===== config.mk =====
export PLATFORM = sky130hd
export DESIGN_NAME = store_split_unit_flat
export DESIGN_NICKNAME = d
export VERILOG_FILES = /design/src/rtl/store_split_unit_pkg.sv /design/src/rtl/store_split_unit_if.sv /design/src/rtl/store_lane_shifter.sv /design/src/rtl/store_split_unit.sv /design/src/flat_wrapper.sv
export SDC_FILE = /design/constraint.sdc
export NUM_CORES = 1
export LEC_CHECK = 0
export ABC_CLOCK_PERIOD_IN_PS = 6400
export BUFFER_PORTS_ARGS = -buffer_cell sky130_fd_sc_hd__buf_2
export CAP_MARGIN = 20
export CORE_MARGIN = 5
export CORE_UTILIZATION = 58
export CTS_CLUSTER_SIZE = 12
export DETAILED_ROUTE_END_ITERATION = 6
export PLACE_DENSITY = 0.95
export REMOVE_ABC_BUFFERS = 1
export SLEW_MARGIN = 30
export SYNTH_ARGS = -nofsm -noshare
export SYNTH_HDL_FRONTEND = slang
export SYNTH_HIERARCHICAL = 1
export SYNTH_SLANG_ARGS = --single-unit

===== constraint.sdc =====
create_clock -name clk -period 6.4 [get_ports clk]
set_input_delay 0.32 -clock clk [delete_from_list [all_inputs] [get_ports clk]]
set_output_delay 0.32 -clock clk [all_outputs]
set_load 0.05 [all_outputs]

===== src/rtl/store_split_unit_pkg.sv =====
// store_split_unit_pkg: store-size encodings, sequencer states and the size decode
package store_split_unit_pkg;
  localparam logic [1:0] STORE_SIZE_B = 2'd0;
  localparam logic [1:0] STORE_SIZE_H = 2'd1;
  localparam logic [1:0] STORE_SIZE_W = 2'd2;
  localparam logic [1:0] STORE_SIZE_D = 2'd3;
  typedef enum logic [2:0] {SSU_IDLE, SSU_BEAT0, SSU_BEAT1, SSU_FIN, SSU_TRAP} ssu_state_e;
  function automatic logic [1:0] ssu_store_size(input logic [1:0] f3, input logic amo, input logic is64);
    return amo ? ((is64 && f3 == STORE_SIZE_D) ? STORE_SIZE_D : STORE_SIZE_W) : f3;
  endfunction
endpackage


===== src/rtl/store_split_unit_if.sv =====
// store_split_unit_if: request side and memory-beat side of the store path
interface store_split_unit_if #(parameter int XLEN = 32);
  localparam int NB = XLEN / 8;
  logic            req_valid;
  logic            req_ready;
  logic [2:0]      req_funct3;
  logic            req_amo;
  logic [XLEN-1:0] req_addr;
  logic [XLEN-1:0] req_wdata;
  logic            mem_valid;
  logic            mem_ready;
  logic [XLEN-1:0] mem_addr;
  logic [XLEN-1:0] mem_wdata;
  logic [NB-1:0]   mem_wstrb;
  logic            done;
  logic            exc_misaligned;
  logic [XLEN-1:0] exc_addr;
  modport master (
    output req_valid, req_funct3, req_amo, req_addr, req_wdata, mem_ready,
    input  req_ready, mem_valid, mem_addr, mem_wdata, mem_wstrb, done, exc_misaligned, exc_addr
  );
  modport slave (
    input  req_valid, req_funct3, req_amo, req_addr, req_wdata, mem_ready,
    output req_ready, mem_valid, mem_addr, mem_wdata, mem_wstrb, done, exc_misaligned, exc_addr
  );
endinterface


===== src/rtl/store_lane_shifter.sv =====
// store_lane_shifter: size-masked byte strobes and data shifted into a two-beat window
module store_lane_shifter #(
  parameter int XLEN = 32
) (
  input  logic [1:0]                 size,
  input  logic [$clog2(XLEN/8)-1:0]  off,
  input  logic [XLEN-1:0]            wdata,
  output logic [2*(XLEN/8)-1:0]      strb2,
  output logic [2*XLEN-1:0]          data2
);
  localparam int NB = XLEN / 8;
  logic [NB-1:0]   bmask;
  logic [XLEN-1:0] dmask;
  // a size wider than the bus wraps to zero here, leaving an all-ones mask
  assign bmask = (NB'(1) << (4'd1 << size)) - NB'(1);
  for (genvar i = 0; i < NB; i++) begin : g_mask
    assign dmask[8*i +: 8] = {8{bmask[i]}};
  end
  assign strb2 = {{NB{1'b0}}, bmask} << off;
  assign data2 = {{XLEN{1'b0}}, wdata & dmask} << {off, 3'b000};
endmodule


===== src/rtl/store_split_unit.sv =====
// store_split_unit: handshaked store sequencer issuing one or two aligned beats or a misalignment trap
module store_split_unit
  import store_split_unit_pkg::*;
#(
  parameter int XLEN             = 32,
  parameter int SPLIT_MISALIGNED = 1
) (
  input logic          clk,
  input logic          resetn,
  store_split_unit_if.slave bus
);
  localparam int NB = XLEN / 8;
  localparam int OW = $clog2(NB);
  ssu_state_e        state_q, state_d;
  logic [1:0]        size;
  logic [OW-1:0]     off;
  logic [2*NB-1:0]   s2;
  logic [2*XLEN-1:0] d2;
  logic              accept, hs, misaligned, trap, load0, load1;
  logic              req_ready_q, req_ready_d, mem_valid_q, mem_valid_d;
  logic              done_q, done_d, exc_q, exc_d;
  logic [XLEN-1:0]   mem_addr_q, mem_addr_d, mem_wdata_q, mem_wdata_d, exc_addr_q, exc_addr_d;
  logic [XLEN-1:0]   hi_data_q, hi_data_d;
  logic [NB-1:0]     mem_wstrb_q, mem_wstrb_d, hi_strb_q, hi_strb_d;

  assign size       = ssu_store_size(bus.req_funct3[1:0], bus.req_amo, XLEN == 64);
  assign off        = bus.req_addr[OW-1:0];
  assign misaligned = (bus.req_addr[2:0] & ((3'd1 << size) - 3'd1)) != 3'd0;
  assign accept     = bus.req_valid && req_ready_q;
  assign hs         = mem_valid_q && bus.mem_ready;
  // atomics are never split; doubleword stores do not exist on a 32-bit bus
  assign trap       = (misaligned && (SPLIT_MISALIGNED == 0 || bus.req_amo)) ||
                      (XLEN == 32 && bus.req_funct3[1:0] == STORE_SIZE_D);

  store_lane_shifter #(.XLEN(XLEN)) u_shift (
    .size  (size),
    .off   (off),
    .wdata (bus.req_wdata),
    .strb2 (s2),
    .data2 (d2)
  );

  always_ff @(posedge clk or negedge resetn) begin
    if (!resetn) begin
      state_q     <= SSU_IDLE;
      req_ready_q <= 1'b1;
      mem_valid_q <= 1'b0;
      mem_addr_q  <= '0;
      mem_wdata_q <= '0;
      mem_wstrb_q <= '0;
      hi_data_q   <= '0;
      hi_strb_q   <= '0;
      done_q      <= 1'b0;
      exc_q       <= 1'b0;
      exc_addr_q  <= '0;
    end else begin
      state_q     <= state_d;
      req_ready_q <= req_ready_d;
      mem_valid_q <= mem_valid_d;
      mem_addr_q  <= mem_addr_d;
      mem_wdata_q <= mem_wdata_d;
      mem_wstrb_q <= mem_wstrb_d;
      hi_data_q   <= hi_data_d;
      hi_strb_q   <= hi_strb_d;
      done_q      <= done_d;
      exc_q       <= exc_d;
      exc_addr_q  <= exc_addr_d;
    end
  end

  always_comb begin
    state_d = state_q;
    case (state_q)
      SSU_IDLE:  if (accept) state_d = trap ? SSU_TRAP : SSU_BEAT0;
      SSU_BEAT0: if (hs) state_d = (hi_strb_q != '0) ? SSU_BEAT1 : SSU_FIN;
      SSU_BEAT1: if (hs) state_d = SSU_FIN;
      default:   state_d = SSU_IDLE;
    endcase
  end

  assign load0 = state_q == SSU_IDLE && state_d == SSU_BEAT0;
  assign load1 = state_q == SSU_BEAT0 && state_d == SSU_BEAT1;

  // ready stays low through the done cycle so a new store starts only after it
  always_comb begin
    req_ready_d = state_d == SSU_IDLE && state_q != SSU_FIN;
    mem_valid_d = state_d == SSU_BEAT0 || state_d == SSU_BEAT1;
    done_d      = state_q == SSU_FIN;
    exc_d       = state_d == SSU_TRAP;
    exc_addr_d  = exc_d ? bus.req_addr : exc_addr_q;
    mem_addr_d  = load0 ? (bus.req_addr & ~XLEN'(NB - 1)) : load1 ? mem_addr_q + XLEN'(NB) : mem_addr_q;
    mem_wstrb_d = load0 ? s2[NB-1:0] : load1 ? hi_strb_q : mem_valid_d ? mem_wstrb_q : '0;
    mem_wdata_d = load0 ? d2[XLEN-1:0] : load1 ? hi_data_q : mem_valid_d ? mem_wdata_q : '0;
    hi_strb_d   = load0 ? s2[2*NB-1:NB] : hi_strb_q;
    hi_data_d   = load0 ? d2[2*XLEN-1:XLEN] : hi_data_q;
  end

  assign bus.req_ready      = req_ready_q;
  assign bus.mem_valid      = mem_valid_q;
  assign bus.mem_addr       = mem_addr_q;
  assign bus.mem_wdata      = mem_wdata_q;
  assign bus.mem_wstrb      = mem_wstrb_q;
  assign bus.done           = done_q;
  assign bus.exc_misaligned = exc_q;
  assign bus.exc_addr       = exc_addr_q;
endmodule


===== src/flat_wrapper.sv =====
// flat-port wrapper written by rule: the top's interface ports become plain ports
module store_split_unit_flat import store_split_unit_pkg::*;
#(
  parameter int XLEN             = 32,
  parameter int SPLIT_MISALIGNED = 1
)
  (clk, resetn, bus_req_valid, bus_req_funct3, bus_req_amo, bus_req_addr, bus_req_wdata, bus_mem_ready, bus_req_ready, bus_mem_valid, bus_mem_addr, bus_mem_wdata, bus_mem_wstrb, bus_done, bus_exc_misaligned, bus_exc_addr);
  store_split_unit_if #(.XLEN(XLEN)) bus_i ();
  input logic clk;
  input logic resetn;
  input wire logic [$bits(bus_i.req_valid)-1:0] bus_req_valid;
  input wire logic [$bits(bus_i.req_funct3)-1:0] bus_req_funct3;
  input wire logic [$bits(bus_i.req_amo)-1:0] bus_req_amo;
  input wire logic [$bits(bus_i.req_addr)-1:0] bus_req_addr;
  input wire logic [$bits(bus_i.req_wdata)-1:0] bus_req_wdata;
  input wire logic [$bits(bus_i.mem_ready)-1:0] bus_mem_ready;
  output wire logic [$bits(bus_i.req_ready)-1:0] bus_req_ready;
  output wire logic [$bits(bus_i.mem_valid)-1:0] bus_mem_valid;
  output wire logic [$bits(bus_i.mem_addr)-1:0] bus_mem_addr;
  output wire logic [$bits(bus_i.mem_wdata)-1:0] bus_mem_wdata;
  output wire logic [$bits(bus_i.mem_wstrb)-1:0] bus_mem_wstrb;
  output wire logic [$bits(bus_i.done)-1:0] bus_done;
  output wire logic [$bits(bus_i.exc_misaligned)-1:0] bus_exc_misaligned;
  output wire logic [$bits(bus_i.exc_addr)-1:0] bus_exc_addr;
  assign bus_i.req_valid = bus_req_valid;
  assign bus_i.req_funct3 = bus_req_funct3;
  assign bus_i.req_amo = bus_req_amo;
  assign bus_i.req_addr = bus_req_addr;
  assign bus_i.req_wdata = bus_req_wdata;
  assign bus_i.mem_ready = bus_mem_ready;
  assign bus_req_ready = bus_i.req_ready;
  assign bus_mem_valid = bus_i.mem_valid;
  assign bus_mem_addr = bus_i.mem_addr;
  assign bus_mem_wdata = bus_i.mem_wdata;
  assign bus_mem_wstrb = bus_i.mem_wstrb;
  assign bus_done = bus_i.done;
  assign bus_exc_misaligned = bus_i.exc_misaligned;
  assign bus_exc_addr = bus_i.exc_addr;
  store_split_unit #(.XLEN(XLEN), .SPLIT_MISALIGNED(SPLIT_MISALIGNED)) u_core (.clk(clk), .resetn(resetn), .bus(bus_i));
endmodule

==> impl_results.md <==
* Die footprint at 14600 sq um
* NumNets Final at 948
* Die Ht at 121 microns
* Synthesis-stage register bit count at 141
* H-tree levels at 4
* Setup TNS at 0 ps
* Hold Path Cell Cnt at 3
* Wire per inst at 19.8 microns
* Mapped cell area at 7100 sq um
* Worst path bufs/invs at 0
* Vias per cell at 6.28
* Clk_lat worst skew at 430 ps
* Reg clk slew, reported paths at 60 ps
* R2R depth at 5
* Vias in the first global route at 6448
* Crit path kind: flop to flop
* WP data required at 6700 ps
* Cells after synthesis at 727
* Static leakage at 4.52 nW
* PD cells at 516 nW/um^2
* Diode count at 0
* TritonCTS Buffers at 17
* Initial DRC count at 1174
* Unique masters post-synth at 55
* Crit path largest cell delay at 630 ps
* Data arrival time of the worst path at 2760 ps
* Synthesis-to-layout area growth at 20.2%
* CTS Hold Bufs at 1
* CP Depth at 5
* Port bufs at 172
* Post-CTS setup buffers at 0
* Status: finished, violations left
* IO Count at 176
* Largest family of logic cells by synthesized area: simple AND/OR/NAND/NOR gates
* Cts repair resizes at 0
* WL final at 20400 microns
* # DRC at 22
* Final hold slack at 111 ps
* Unrepaired setup endpoints after global routing: no
* Synth Area in Simple Gates at 20.8%
* Slew of the pin with the lowest slew margin at 757 ps
* Hold crit path type: input port to flop
* ANT nets after route at 0
* Startpoint type of the worst setup path: flop
* CP max stage cell: and4_4
* Drt pass-1 iters at 7
* First-pass GRT wire length at 32100 microns
* Xor/xnor cell area share of the yosys netlist at 0.863%
* FMAX at 407 MHz
* Clk buf depth at 2
* Pin count of the biggest net entering global routing at 80
* Max_slew headroom at 49.1%
* Most frequent cells in the layout: buf_2 (171), nand2_1 (150), dfrtp_1 (140)
* Initial Util at 59.1%
* Share of cells above drive strength 1 at 29.8%
* Clock Skew at 10.6 ps
* Core footprint at 12000 sq um
* Failing checks: DRC
* R2R setup slack at 3940 ps
* Commonest non-fill, non-tap cell in the layout: buf_2
* Syn_area_per_cell at 9.77 sq um
* Pins Over Slew Limit at 0
* CP max FO at 42
* Final HPWL from detailed placement at 13300 microns
* Overflow after GRT at 0
* Cell Area, Placed at 7920 sq um
* Mux contribution to synthesized area at 6.48%
* Yosys warns at 6
* GR Util All Layers at 28.0%
* CTS Sinks at 141
* Top_reg_cell synth: dfrtp_1
* Synth Area in Compound Gates at 14.8%
* EDFF count, synth at 0
* Synth async-reset ratio at 100%
* Seq/Total Area, Yosys at 49.7%
* Tot Pwr at 0.00440 W
* Die Span X at 121 microns
* Fin crit share at 38.4%
* Max Cap Viol at 0
* Final hold viol count at 0
* Min cycle time layout at 2460 ps
* Design area at 8530 sq um
* Element type at the critical path end: flop
* RePlAce Congestion at 0.893
* CTS tree: done
* Vias at 6496
* Site Rows at 40
* Top delay family on crit path: simple AND/OR/NAND/NOR gates
* Peak VDD IR at 0.272 mV
* Synth Area in Adders at 0.176%
* CTS root buf: clkbuf_16
* Endpoints failing setup at 0
* CP Cell Sequence: nor3_1 -> and4_4 -> nor2_2 -> a22o_1 -> or3_1
* Initial antenna violation count at 1
-- stage by stage --
step | setup WS, ps | utilization (%) | cells
3_5_place_dp | 3540 | 65.9 | 1002
3_3_place_gp | 3110 | 65.7 | 1001
5_1_grt | 3830 | 71.1 | 1034
2_1_floorplan | 1760 | - | 677
6_report | 3940 | 71.1 | 1034
4_1_cts | 3840 | 71.0 | 1034
-- tightest hold or removal path: stages --
cell     delay [ps]
buf_2            80
nand2_1          40
o21ai_0          60
-- logic make-up (layout without fill, tap and decap cells) --
kind of cell	count (synthesis)	after routing
simple gates	302	302
other cells	2	11
fa+ha+maj	1	1
xor+xnor	7	7
compound gates	132	132
flops	141	141
buf+inv	100	251
mux	42	42
-- path summary, 6_finish.rpt --
kind,start,to
worst max-delay path,u_core/state_q[1],u_core/bus.mem_addr[21]
worst min-delay path,bus_req_addr[20],u_core/bus.mem_addr[20]
worst max register to register,u_core/state_q[1],u_core/bus.mem_addr[21]
worst min register to register,u_core/hi_data_q[18],u_core/hi_data_q[18]
max in group asynchronous,resetn,u_core/bus.exc_addr[15]
min in group asynchronous,resetn,u_core/hi_data_q[25]
-- final cells by class --
cell class | count | area, sq um
Fill cell | 833 | 3480
Inverter | 41 | 154
Tap cell | 147 | 184
Timing Repair Buffer | 179 | 946
Clock buffer | 25 | 495
Sequential cell | 141 | 3530
Clock inverter | 6 | 108
Multi-Input combinational cell | 495 | 3120
-- power breakdown --
group / switching, W / internal, W / total (W)
clock: 0.000360 / 0.000651 / 0.00101
sequential: 0.000273 / 0.00123 / 0.00150
combinational: 0.00140 / 0.000492 / 0.00189
-- synth_stat cells, drive strengths merged, types with 7 or more instances --
master  instances  area share [%]
nand2         151             8.0
dfrtp         140              49
inv            41             2.2
nor2           37             2.1
a222oi         36             5.1
clkbuf         34             1.8
mux2           32             5.1
buf            25             3.1
and3           22             1.9
nand3          22             1.6
o21ai          22             1.6
and2           20             1.8
a221o          17             2.4
a22oi          12             1.3
nand4          12             1.1
o211ai         12             1.3
mux2i          10             1.4
nor3            9            0.70
and2b           8            0.99
o22ai           8            0.70
a21oi           7            0.49
o311ai          7            0.86
-- flip-flops by register name, summed over array words and instances, names as in the netlist --
| signal | cells |
|---|---|
| u_core/hi_strb_q | 4 |
| u_core/bus.mem_wdata | 32 |
| u_core/bus.done | 1 |
| u_core/bus.exc_misaligned | 1 |
| u_core/bus.mem_addr | 30 |
| u_core/bus.mem_valid | 1 |
| u_core/bus.req_ready | 1 |
| u_core/bus.exc_addr | 32 |
| u_core/bus.mem_wstrb | 4 |
| u_core/hi_data_q | 32 |
| u_core/state_q | 3 |
-- metal layers --
metal | routed length, microns | global-route usage (%)
met2 | 9710 | 43.8
met3 | 2100 | 8.75
met4 | 1080 | 18.0
met5 | 7 | 0
met1 | 7520 | 33.6
Power figures use the tool's default switching activity.
